<file path="config.mk">
export PLATFORM = sky130hd
export DESIGN_NAME = regfile_scoreboard
export DESIGN_NICKNAME = d
export VERILOG_FILES = /design/src/rtl/lc3_pkg.sv /design/src/rtl/regfile_read_port.sv /design/src/rtl/regfile_scoreboard.sv
export SDC_FILE = /design/constraint.sdc
export NUM_CORES = 1
export LEC_CHECK = 0
export BUFFER_PORTS_ARGS = -buffer_cell sky130_fd_sc_hd__buf_2
export CAP_MARGIN = 15
export CELL_PAD_IN_SITES_DETAIL_PLACEMENT = 1
export CELL_PAD_IN_SITES_GLOBAL_PLACEMENT = 1
export CORE_MARGIN = 2
export CORE_UTILIZATION = 40
export CTS_BUF_LIST = sky130_fd_sc_hd__clkbuf_2
export DETAILED_ROUTE_END_ITERATION = 10
export PLACE_DENSITY = 0.8
export RECOVER_POWER = 50
export SYNTH_ARGS = -nofsm -noshare
export SYNTH_HDL_FRONTEND = slang
export SYNTH_SLANG_ARGS = --single-unit
</file>
<file path="constraint.sdc">
create_clock -name clk -period 4.65 [get_ports clk]
set_input_delay 0.2325 -clock clk [delete_from_list [all_inputs] [get_ports clk]]
set_output_delay 0.2325 -clock clk [all_outputs]
set_load 0.01 [all_outputs]
</file>
<file path="src/rtl/lc3_pkg.sv">
// Shared LC-3 datapath widths and types used by the register file and its read ports.
package lc3_pkg;

    localparam int REG_W     = 16;
    localparam int NREGS     = 8;
    localparam int NRD_PORTS = 2;

    typedef logic [REG_W-1:0]          word_t;
    typedef logic [$clog2(NREGS)-1:0]  regaddr_t;

endpackage

</file>
<file path="src/rtl/regfile_read_port.sv">
// One combinational register-file read port: address mux, writeback bypass and hazard flag.
module regfile_read_port
    import lc3_pkg::*;
#(
    parameter int WIDTH = REG_W,
    parameter int NREGS = lc3_pkg::NREGS,
    parameter int AW    = $clog2(NREGS)
) (
    input  logic [NREGS-1:0][WIDTH-1:0] regs,
    input  logic [NREGS-1:0]            pend,
    input  logic [AW-1:0]               addr,
    input  logic                        wb_valid,
    input  logic [AW-1:0]               wb_dr,
    input  logic [WIDTH-1:0]            wb_data,
    output logic [WIDTH-1:0]            data,
    output logic                        busy
);

    logic byp;

    // A writeback to the same register both supplies the data and resolves the hazard.
    assign byp  = wb_valid && (wb_dr == addr);
    assign data = byp ? wb_data : regs[addr];
    assign busy = pend[addr] & ~byp;

endmodule

</file>
<file path="src/rtl/regfile_scoreboard.sv">
// LC-3 register file with write-to-read bypass and per-register pending bits for RAW hazard stalls.
module regfile_scoreboard #(
    parameter  int WIDTH = lc3_pkg::REG_W,
    parameter  int NREGS = lc3_pkg::NREGS,
    localparam int AW    = $clog2(NREGS)
) (
    input  logic             clk,
    input  logic             reset,
    input  logic             iss_valid,
    input  logic             iss_wr,
    input  logic [AW-1:0]    iss_dr,
    input  logic [AW-1:0]    sr1_addr,
    input  logic [AW-1:0]    sr2_addr,
    input  logic             wb_valid,
    input  logic [AW-1:0]    wb_dr,
    input  logic [WIDTH-1:0] wb_data,
    output logic [WIDTH-1:0] sr1_out,
    output logic [WIDTH-1:0] sr2_out,
    output logic             sr1_busy,
    output logic             sr2_busy,
    output logic             stall,
    output logic [AW:0]      pend_cnt
);

    import lc3_pkg::*;

    localparam logic [AW:0] CNT_ONE = 1;

    logic [NREGS-1:0][WIDTH-1:0]     regs;
    logic [NREGS-1:0]                pend;
    logic [NREGS-1:0]                set_vec;
    logic [NREGS-1:0]                clr_vec;
    logic                            cnt_inc;
    logic                            cnt_dec;

    logic [NRD_PORTS-1:0][AW-1:0]    rd_addr;
    logic [NRD_PORTS-1:0][WIDTH-1:0] rd_data;
    logic [NRD_PORTS-1:0]            rd_busy;

    assign rd_addr  = {sr2_addr, sr1_addr};
    assign sr1_out  = rd_data[0];
    assign sr2_out  = rd_data[1];
    assign sr1_busy = rd_busy[0];
    assign sr2_busy = rd_busy[1];
    assign stall    = iss_valid & (|rd_busy);

    for (genvar p = 0; p < NRD_PORTS; p++) begin : g_rd
        regfile_read_port #(
            .WIDTH (WIDTH),
            .NREGS (NREGS),
            .AW    (AW)
        ) u_rd (
            .regs     (regs),
            .pend     (pend),
            .addr     (rd_addr[p]),
            .wb_valid (wb_valid),
            .wb_dr    (wb_dr),
            .wb_data  (wb_data),
            .data     (rd_data[p]),
            .busy     (rd_busy[p])
        );
    end

    always_comb begin
        set_vec = '0;
        clr_vec = '0;
        if (iss_valid && iss_wr && !stall)
            set_vec[iss_dr] = 1'b1;
        if (wb_valid)
            clr_vec[wb_dr] = 1'b1;
    end

    // Count moves only on real bit transitions; a same-register issue shadows its writeback.
    assign cnt_inc = |(set_vec & ~pend);
    assign cnt_dec = |(clr_vec & pend & ~set_vec);

    always_ff @(posedge clk) begin
        if (!reset) begin
            regs <= '0;
        end else if (wb_valid) begin
            regs[wb_dr] <= wb_data;
        end
    end

    always_ff @(posedge clk) begin
        if (!reset) begin
            pend     <= '0;
            pend_cnt <= '0;
        end else begin
            pend <= set_vec | (pend & ~clr_vec);
            if (cnt_inc && !cnt_dec)
                pend_cnt <= pend_cnt + CNT_ONE;
            else if (cnt_dec && !cnt_inc)
                pend_cnt <= pend_cnt - CNT_ONE;
        end
    end

endmodule

</file>
# ---- After elaboration in Yosys (flattened, before gate mapping)
# Cells that the tools add are included.
dict set report word_totals {
  ff_bits 140
  inputBits 33
  output_inout_bits 39
  elab_cells 69
}
dict set report op_classes {
  addsub 2
  magnitude_cmp 6
  n_eq_ne 2
  mux 21
  n_bitwise 13
  n_reduce_logical 15
}
# op n
set ops {}
lappend ops {{128-bit bitwise mux} 1}
lappend ops {{16-bit binary-select mux with 3-bit select} 2}
lappend ops {{16-bit 2-to-1 mux} 5}
lappend ops {{16-bit demux with 3-bit select} 1}
lappend ops {{8-bit bitwise AND} 4}
lappend ops {{8-bit NOT} 3}
lappend ops {{3-bit by 4-bit less-than comparator with 1-bit output, second input constant} 4}
lappend ops {{8-bit 2-to-1 mux} 2}
lappend ops {{8-bit OR reduction} 2}
lappend ops {{1-bit logical AND} 8}
lappend ops {{4-bit 2-to-1 mux} 2}
lappend ops {{8-bit bitwise OR} 1}
lappend ops {{1-bit binary-select mux with 3-bit select} 2}
lappend ops {{1-bit demux with 3-bit select} 2}
lappend ops {{3-bit equality test} 2}
lappend ops {{3-bit by 1-bit >= comparator with 1-bit output, second input constant} 2}
lappend ops {{4-bit by 1-bit adder with 4-bit output, second input constant} 1}
lappend ops {{1-bit 2-to-1 mux} 4}
lappend ops {{4-bit by 1-bit subtractor with 4-bit output, second input constant} 1}
lappend ops {{1-bit bitwise AND} 3}
lappend ops {{1-bit logical NOT} 3}
lappend ops {{1-bit NOT} 2}
lappend ops {{2-bit nonzero test} 1}
lappend ops {{2-bit OR reduction} 1}

# ---- Depth between registers and ports, before layout
# Gate-level depths: netlist of run 1.
dict set report logic_depth {
  word_depth 15
  mapped_depth 16
  mapped_depth_nobuf 14
}

# ---- By module
# A second synthesis of run 1 with hierarchy kept.
dict set report unflattened {
  hier_cells 847
  area_unflattened_um2 8420.6
}
# mod n_inst cells_each area_each_um2 seq_area_each_um2
set modules_own_cells {}
lappend modules_own_cells {regfile_scoreboard 1 681 5775.5 2802.7}
lappend modules_own_cells {regfile_read_port 2 83 1322.5 0.0}

# ---- Worst setup path after synthesis of run 1
# OpenSTA, ideal clock, no wires.
dict set report synth_path {
  kind {input -> register}
  from {input port sr1_addr[0]}
  to {register pend_cnt[3]}
  setup_time_ps 76
  t_arrival_ps 3154
  required_time_ps 4574
  path_slack_ps 1421
  stages 15
  n_path_buf 2
  cell_sequence {buf_6 mux4_2 o2111a_1 nor2_4 buf_6 o221ai_2 nor4_2 ha_1 inv_1 ha_1 a21o_1 a21oi_1 xnor2_1 or3_1 a21boi_0}
}
dict set report synth_via {
  elab_chain_cells 15
  word_cells_on_any_way 22
  cone_classes {1 x eq/ne; 4 x mux; 6 x bitwise; 11 x reduce/logical}
}
# element line_no
set synth_lines {}
lappend synth_lines {{start: declaration} regfile_scoreboard.sv:12} ;# input logic [AW-1:0] sr1_addr,
lappend synth_lines {{parallel branches: the longest is 3 deep, another holds 1-bit binary-select mux with 3-bit select} -}
lappend synth_lines {{1-bit bitwise AND *} regfile_read_port.sv:24} ;# assign busy = pend[addr] & ~byp;
lappend synth_lines {{net sr1_busy} regfile_scoreboard.sv:19} ;# output logic sr1_busy,
lappend synth_lines {{2-bit OR reduction *} regfile_scoreboard.sv:45} ;# assign stall = iss_valid & (|rd_busy);
lappend synth_lines {{1-bit bitwise AND *} regfile_scoreboard.sv:45}
lappend synth_lines {{1-bit logical NOT *} regfile_scoreboard.sv:67} ;# if (iss_valid && iss_wr && !stall)
lappend synth_lines {{1-bit logical AND *} regfile_scoreboard.sv:67}
lappend synth_lines {{8-bit 2-to-1 mux *} regfile_scoreboard.sv:67}
lappend synth_lines {{8-bit NOT} regfile_scoreboard.sv:75} ;# assign cnt_dec = |(clr_vec & pend & ~set_vec);
lappend synth_lines {{8-bit bitwise AND} regfile_scoreboard.sv:75}
lappend synth_lines {{8-bit OR reduction} regfile_scoreboard.sv:75}
lappend synth_lines {{1-bit logical NOT} regfile_scoreboard.sv:91} ;# if (cnt_inc && !cnt_dec)
lappend synth_lines {{1-bit logical AND} regfile_scoreboard.sv:91}
lappend synth_lines {{4-bit 2-to-1 mux or 2-bit nonzero test (tied branches)} -}
lappend synth_lines {{end signal: assignment} regfile_scoreboard.sv:92} ;# pend_cnt <= pend_cnt + CNT_ONE;
lappend synth_lines {{end signal: assignment} regfile_scoreboard.sv:94} ;# pend_cnt <= pend_cnt - CNT_ONE;
lappend synth_lines {{end: declaration} regfile_scoreboard.sv:22} ;# output logic [AW:0] pend_cnt
# Mark *: on every way through the listed nets, which the timed path passes. The select of a mux whose other input is x is not followed.
# A chain may end at the register's enable or synchronous reset.

# ---- Final worst setup path of run 1
dict set report layout_path {
  from {register pend[6]}
  to {register pend_cnt[3]}
}
dict set report layout_via {
  elab_chain_cells 14
  word_cells_on_any_way 24
  cone_classes {6 x mux; 8 x bitwise; 10 x reduce/logical}
}
# element line_no
set layout_lines {}
lappend layout_lines {{start: declaration} regfile_scoreboard.sv:30} ;# logic [NREGS-1:0] pend;
lappend layout_lines {{start signal: assignment} regfile_scoreboard.sv:90} ;# pend <= set_vec | (pend & ~clr_vec);
lappend layout_lines {{1-bit binary-select mux with 3-bit select} regfile_read_port.sv:24}
lappend layout_lines {{1-bit 2-to-1 mux (not written as such)} regfile_read_port.sv:24}
lappend layout_lines {{1-bit bitwise AND} regfile_read_port.sv:24}
lappend layout_lines {{2-bit OR reduction} regfile_scoreboard.sv:45}
lappend layout_lines {{1-bit bitwise AND} regfile_scoreboard.sv:45}
lappend layout_lines {{1-bit logical NOT} regfile_scoreboard.sv:67}
lappend layout_lines {{1-bit logical AND} regfile_scoreboard.sv:67}
lappend layout_lines {{8-bit 2-to-1 mux} regfile_scoreboard.sv:67}
lappend layout_lines {{8-bit NOT} regfile_scoreboard.sv:75}
lappend layout_lines {{8-bit bitwise AND} regfile_scoreboard.sv:75}
lappend layout_lines {{8-bit OR reduction} regfile_scoreboard.sv:75}
lappend layout_lines {{1-bit logical NOT} regfile_scoreboard.sv:91}
lappend layout_lines {{1-bit logical AND} regfile_scoreboard.sv:91}
lappend layout_lines {{4-bit 2-to-1 mux or 2-bit nonzero test (tied branches)} -}
# Parallel ways exist; a longest one is shown, timed or not. The select of a mux whose other input is x is not followed.

==> impl.org, run 1 <==
** Worst setup path
- Counting both buffers and inverters, the worst setup path holds a total of 1.
- Along the worst path, the maximum fanout reaches 13.
- Startpoint type of the worst setup path :: register
- The worst setup path is of the reg -> reg kind.
- Among the stages of the critical path, the cell type that occurs most often is ha_1.
- The worst register-to-register path begins at pend[6].
- Element type at the critical path end :: register
- The kind of cell with the highest combined delay along the critical path is compound AO/OA/AOI/OAI gates.
- At the worst endpoint, the required time is 5370 ps.
- Slowest cell on the critical path :: mux4_2
- Largest stage delay on the critical path :: 480 ps
- Worst path arrival time :: 4220 ps
- Worst setup slack for register-to-register paths :: 1150 ps
- Number of cell instances on the worst register-to-register path :: 13
- The endpoint identified for the worst register-to-register timing path is pend_cnt[3].
- Walking the worst path, the cells encountered are mux4_2 -> o2111a_2 -> nor2_4 -> a31oi_1 -> nor4_2 -> ha_1 -> inv_1 -> ha_1 -> a21o_1 -> a21oi_1 -> xnor2_1 -> or3_1 -> a21boi_0.

** Logic synthesis
- After Yosys synthesis, full adders, half adders and majority gates account for 0.717% of the synthesized area.
- Cells after Synth :: 890
- Number of synthesized register bits :: 140
- Synthesized-area fraction occupied by ao, oa, aoi and oai cells :: approximately 16%
- Combinational family with the most area after synthesis :: multiplexers
- Mux share of post-synthesis cell area :: 23.8%
- The cell area that synthesis handed to floorplanning was 8020 sq um.
- Yosys printed 0 warnings.
- Post-synthesis area per instance :: 9.01 sq um
- Distinct cell type count of the synthesized netlist :: 44
- After Yosys synthesis, and, or, nand and nor cells account for between 10% and 20% of the synthesized area.
- The number of nets in the synthesized netlist is between 900 and 1,000.
- The synthesized netlist devotes 0.983% of its cell area to XOR and XNOR gates.
- Share of synthesized area occupied by flip-flops and latches :: a little over a third

** Clock network
- At the later pin of the worst-skew pair, clock insertion delay measures 770 ps.
- Total CTS buffers :: 17
- The clock passes through at most 2 buffers.
- After clock tree synthesis, the clock-pin slew on the worst setup and hold paths is 220 ps.
- TritonCTS built the clock tree.
- The clock net in this run drives a total of 140 sinks.
- Post-CTS Resized :: 0
- The tree is rooted in a clkbuf_2.
- Depth of the CTS H-tree :: 4

** Routing
- Overall routed net length :: 27,100 um
- Using the TritonRoute via totals, the vias-per-cell ratio works out to ~5.9.
- The first routing iteration left 678 violations.
- DR DRC count :: 0
- In the final routed layout, each cell accounts on average for between 20 and 25 um.
- Summing over every cut layer, the via total after detailed routing is 7,143.
- Antenna viol nets, final :: 0
- The first detailed-routing pass took 5 iterations.

** Placement
- HPWL after detailed placement :: approximately 17,000 um
- Timing analysis after detailed placement gives a worst setup slack of 931 ps.
- Routability congestion estimate :: 0.846
- Summing all placed instances gives a cell area of 8500 sq um.
- Port buffer count :: 71

** Global route
- Largest net degree at the start of global routing :: 92
- Global routing consumed, over all layers together, 25.9% of the routing resources.
- Vias in the first global route :: 7,621
- Global routing finished with a remaining overflow of 0.
- Global-route wire length before repair :: 42,600 um
- Number of antenna violations at the first check in global routing :: 1

** Layout
- Final cell area excluding filler cells :: 9010 sq um
- Area growth from synthesis to layout :: 12.3%
- Final Net Count :: 976
- Fraction of final layout cells with drive strength greater than 1 :: 20.3%
- Leaving out fill and tap cells, the most frequent cell in the layout is nand2_1.
- In the layout the commonest cells are 271 x nand2_1, 140 x dfxtp_1, 129 x a21boi_0.
- The filler cells instantiated in the layout total 2,298.

** Die
- In this run the standard cell core region covers 19,600 sq um.
- Area enclosed by the die boundary :: about 21,000 sq um
- Once the floorplan was initialized, standard cells occupied between 40% and 50% of the core.
- Pin placement for this block handled 72 I/O pins.
- Core Rows :: a little over 50
- Horizontal die dimension :: 146 um
- The die is around 150 um tall.

** STA
- Final number of setup-violating endpoints :: 0
- Total Neg Setup Slack :: 0 ps
- Final hold violation count :: 0
- Transition time at the pin with the least slew margin :: 1190 ps
- Highest Clock Rate :: 286 MHz
- For the final database, setup skew stands at 15.8 ps.
- The worst pin sits at a relative slew slack of 20.3%.
- Unrepaired setup endpoints after global routing :: false
- Final Slew Violations :: 0
- Final period demand of the worst path :: 3500 ps
- Post-route fraction of the period consumed by the critical path :: approximately three quarters
- Post-Route Hold Slack :: approximately 57 ps
- Final worst slack :: 1150 ps

** Pwr
- Leak pwr :: 0.00321 uW
- Power per unit of standard cell area :: roughly 270 nW/um^2
- Power consumption :: between 2000 and 2500 uW
- Peak supply drop :: ~150 uV

** Worst hold path
- For hold timing, the worst endpoint is pend[5].
- The worst hold path begins at iss_wr.
- The path class of the tightest hold or removal check is in -> reg.
- Cells on Worst Hold Path :: 5

** Flow run
- Max-cap viol count :: 0

** Run status
- The flow ran to the end, and the final reports show no timing, DRC or antenna violations.
[power breakdown]
| group | internal, uW | total (uW) | switching, uW |
|---|---|---|---|
| Sequential | 1230 | 1250 | 23.0 |
| Combinational | 154 | 376 | 223 |
| Clock | 299 | 793 | 495 |
[metrics by stage]
stage	utilization, %	std cells
finish	46.0	1218
global route	46.0	1218
CTS	46.0	1217
detailed placement	43.4	1159
global placement	43.4	1159
floorplan	-	890
[worst max-delay path by stage]
| stage | from | cells after the start | end | slack (ps) |
|---|---|---|---|---|
| final | pend[6] | 13 | pend_cnt[3] | 1150 |
| after global routing | pend[7] | 13 | pend_cnt[3] | 930 |
| after CTS | pend[7] | 13 | pend_cnt[3] | 1150 |
| after detailed placement | sr2_addr[2] | 15 | pend_cnt[3] | 930 |
| after global placement | sr2_addr[2] | 15 | pend_cnt[3] | 1050 |
| after floorplan | sr1_addr[0] | 15 | pend_cnt[3] | 1420 |
[synthesized netlist by cell type, drive strengths merged]
library cell  count  share of area, %
nand2           271                13
dfxtp           140                35
a21boi          129                12
mux4             68                19
clkbuf           67               3.1
nor2             44               2.2
mux2i            38               4.7
a21oi            35               2.2
buf              20               1.4
nor2b             9              0.70
xnor2             9              0.98
a32oi             8              0.87
and2              5              0.39
inv               5              0.23
nor3              5              0.37
ha                3              0.47
nand3             3              0.19
nand4             3              0.23
nor3b             3              0.47
or3               3              0.23
a31oi             2              0.16
nand4b            2              0.22
nor4              2              0.23
o2111a            2              0.30
o21ai             2              0.12
a21o              1             0.094
a22oi             1             0.094
a32o              1              0.12
and3              1             0.078
and4              1              0.11
and4b             1              0.12
fa                1              0.25
nand2b            1             0.078
o221ai            1              0.19
o22ai             1             0.078
o31ai             1             0.094
or3b              1              0.11
[sequential cells by signal, summed over array words and instances, names as in the netlist]
register  flops
pend          8
regs        128
pend_cnt      4
[routing by layer]
layer | share of wire, % | up-vias | global-route usage (%)
li1 | - | 3204 | -
met5 | 0 | - | 0
met3 | 5.5 | 91 | 4.89
met2 | 50 | 239 | 44.8
met4 | 4.7 | 0 | 14.3
met1 | 39 | 3609 | 30.5
[what timing repair did]
item / 4_1_cts / 5_1_grt
endpoints found under the hold margin: 134 / 0
setup buffers: 0 / 0
hold buffers: 26 / 0
[cell type report]
type | instances | area, sq um | area share (%)
clock inverter | 15 | 173 | 1.92
clock buffer | 17 | 85.1 | 0.945
antenna | 1 | 2.50 | 0.0278
inverter | 5 | 18.8 | 0.208
tap | 265 | 332 | 3.68
sequential | 140 | 2800 | 31.1
multi-input combinational | 658 | 4840 | 53.7
timing repair buffer | 117 | 757 | 8.41
[worst register-to-register path, delay by kind of cell (launching register included)]
kind                     cells  cell delay, ps
AO/OA/AOI/OAI                5            1000
XOR/XNOR                     1              90
adder cells (fa/ha/maj)      2             500
buffers and inverters        1             100
flip-flops                   1             420
multiplexers                 1             480
AND/OR/NAND/NOR              3             870
[cells by family (layout without fill, tap and decap cells)]
logic type,Yosys count,after routing
simple gates,355,355
compound gates,184,184
flops,140,140
mux,106,106
buf+inv,92,154
xor+xnor,9,9
fa+ha+maj,4,4
other cells,0,1
Note: power is estimated with default switching activity, not from simulation.
==> run 2, diff against run 1 <==
==> constraint.sdc (replaced) <==
create_clock -name clk -period 3.6 [get_ports clk]
set_input_delay 0.18 -clock clk [delete_from_list [all_inputs] [get_ports clk]]
set_output_delay 0.18 -clock clk [all_outputs]
set_load 0.01 [all_outputs]
==> run 2 against run 1 <==
  * Die area stayed put
  * Register-to-register slack got worse by 980 ps
  * Sequential power is 30% higher
  * Via count is 1.6% higher
  * Sequential share of layout area decreased by 0.33 points
  * Maximum frequency increased by 2.1%
  * Combinational power grew 39%
  * Design area increased by 1.3%
  * Flip-flop and latch count is the same
  * Clock-buffer cell count did not move
==> impl.org, run 2 (synthesis results as in run 1) <==
** Routing
- Before antenna repair, the detailed router went through 5 iterations.
- The detailed router finished its first iteration with roughly 620 violations.
- The routed layout has just over 7,000 vias.
- DR DRC count :: 0
- Overall routed net length :: between 20,000 and 30,000 um
- Wire length per cell after detailed routing :: 22.8 um
- In the routed layout, each cell is associated on average with a via count of 5.88.
- Once detail routing completed, the nets flagged for antenna violations numbered 0.

** Worst setup path
- Worst path arrival time :: a little over 4000 ps
- Required @ worst endpoint :: between 4000 and 5000 ps
- The critical path contains buffers and inverters numbering 2 combined.
- Largest delay contributor family on the critical path :: compound AO/OA/AOI/OAI gates
- STA classifies the critical path startpoint as a register.
- Slowest cell on the critical path :: mux4_2
- For this run, the slowest stage of the critical path takes 470 ps.
- Worst setup slack for register-to-register paths :: between 150 and 200 ps
- Critical Path Fanout Max :: 6
- The setup path with the least slack is of type reg -> reg.
- Ordered list of cells on the worst path :: mux4_2 -> o2111a_2 -> nor2_4 -> buf_4 -> a21oi_1 -> nor4_2 -> ha_2 -> inv_1 -> ha_1 -> a21o_1 -> a21oi_2 -> xnor2_1 -> or3_1 -> a21boi_1
- Worst reg2reg startpoint :: pend[6]
- Worst r2r dst :: pend_cnt[3]
- Element type at the critical path end :: register
- Number of cell instances on the worst register-to-register path :: 14

** Clock network
- The clock reaches the later pin of the worst-skew pair after approximately 750 ps.
- The clock net in this run drives a total of 140 sinks.
- In this run the deepest clock path goes through 2 buffers.
- Depth of the CTS H-tree :: 4
- Total CTS buffers :: 17
- The tree is rooted in a clkbuf_2.
- TritonCTS built the clock tree.
- Clock-pin slew was measured on the worst setup and hold paths at 210 ps.

** Placement
- Routability congestion estimate :: slightly above 0.9
- Port buffer count :: around 70
- Cell count after placement :: 1,169
- Worst slack after detailed placement :: about 160 ps
- HPWL after detailed placement :: ~17,000 um

** Layout
- Register with the highest flop count :: regs
- Final cell utilization of the core :: 46.6%
- The library cell used most frequently in the layout, excluding fill and tap cells, is nand2_1.
- Filler cell count in the final layout :: roughly 2,300
- The final layout contains 989 nets.
- Commonest cells after routing, fill and taps aside :: 271 x nand2_1, 136 x dfxtp_1, 128 x a21boi_0
- Non-filler instance count after layout :: 1,233
- From synthesis to final layout, the design area changed by 13.8%.
- The register with the most flip-flops in the layout has 128 of them.
- Top Registers :: regs (128), pend (8), pend_cnt (4)
- FF+latch area :: 2810 sq um
- In the final layout, the share of cells above drive strength 1 is 22.7%.
- Area occupied by multi-input gates :: 4850 sq um

** STA
- The clock arrives with between 10 and 15 ps of skew.
- Final Slew Violations :: 0
- The worst path meets setup with 172 ps of slack.
- Of the available clock period, the critical path in the final layout requires 95.2%.
- Relative max-transition margin :: 6.59%
- Final period demand of the worst path :: about 3400 ps
- The count of endpoints failing hold in the final timing report came to 0.
- Post-Route Hold Slack :: 57.6 ps
- Setup violations remaining at the end of the flow were counted as 0.
- Highest Clock Rate :: a little under 300 MHz
- Total Neg Setup Slack :: 0 ps
- Transition time at the pin with the least slew margin :: 1400 ps

** Run status
- The flow ran to the end, and the final reports show no timing, DRC or antenna violations.

** Pwr
- Peak supply drop :: 165 uV
- Power per unit of standard cell area :: 353 nW/um^2
- Leak pwr :: 0.00328 uW

** Global route
- The via count of the first global-routing pass came to 7,529.
- Global-route wire length before repair :: ~43,000 um
- Grt total ovfl :: 0
- Number of antenna violations at the first check in global routing :: 3
- Entering global routing, the biggest net connects 130 pins.
- Global routing consumed, over all layers together, around a quarter of the routing resources.

** Die
- The initialized floorplan defines 51 standard-cell rows.
- Ports placed on the boundary :: approximately 70
- The die covers 21,200 sq um.
- Chip height :: 146 um
- In this run the standard cell core region covers 19,600 sq um.
- Horizontal die dimension :: 146 um
- For this configuration, the core starts out at a cell density of 41.0%.

** Worst hold path
- The startpoint identified for the worst hold timing path is iss_dr[2].
- The path class of the tightest hold or removal check is in -> reg.
- For hold timing, the worst endpoint is pend[1].
- The worst hold path was traced through 5 stages.

** Flow run
- The tool flagged a number of max-cap violations equal to 0.
-- run 2: cell count changes in the layout (fill, tap and decap cells not counted), sizes merged --
cell and delta:
nor2 +1, bufinv +1, buf +16, clkbuf +1
dlygate4sd3 -5, clkinv -1, diode +2
-- run 2: worst max-delay path by stage --
stage / slack, ps / start / cells past startpoint / endpoint
6_report: 170 / pend[6] / 14 / pend_cnt[3]
5_1_grt: -50 / pend[6] / 14 / pend_cnt[3]
4_1_cts: 100 / pend[6] / 13 / pend_cnt[3]
3_5_place_dp: 160 / pend[6] / 13 / pend_cnt[3]
3_3_place_gp: 250 / pend[6] / 13 / pend_cnt[3]
2_1_floorplan: 420 / sr1_addr[0] / 15 / pend_cnt[3]
-- run 2: layer usage --
metal / track usage (%) / share of wire (%) / vias up
met5: 0 / 0 / -
met4: 16.2 / 6.1 / 0
met3: 5.05 / 5.7 / 119
met2: 42.9 / 47 / 283
met1: 32.9 / 41 / 3619
li1: - / - / 3235
-- run 2: layout make-up --
type	count	area share (%)
Antenna cell	3	0.0822
Clock buffer	17	0.932
Clock inverter	15	2.15
Inverter	5	0.206
Multi-Input combinational cell	659	53.1
Sequential cell	140	30.8
Tap cell	265	3.63
Timing Repair Buffer	129	9.07
-- run 2: tightest hold or removal path, stage by stage --
cell and delay [ps]:
buf_2 140, nor3_1 70, buf_4 150, a32oi_1 190, nor2b_1 60
-- run 2: stage by stage --
stage | power [uW] | cell area [sq um]
6_report | 3220 | 9130
5_1_grt | 3350 | 9130
4_1_cts | 3200 | 9070
3_5_place_dp | 2120 | 8580
3_3_place_gp | 2110 | 8580
2_1_floorplan | 1960 | 8020
-- run 2: timing repair --
item | CTS | global route
setup buffers | 0 | 7
resized for setup | 0 | 9
hold buffers | 21 | 0
endpoints found under the setup margin | 0 | 1
endpoints found under the hold margin | 133 | 0
-- run 2: power by group --
part | switching [uW] | internal, uW | total, uW
clock | 627 | 456 | 1080
sequential | 28.3 | 1590 | 1620
combinational | 306 | 215 | 521
total | 962 | 2260 | 3220
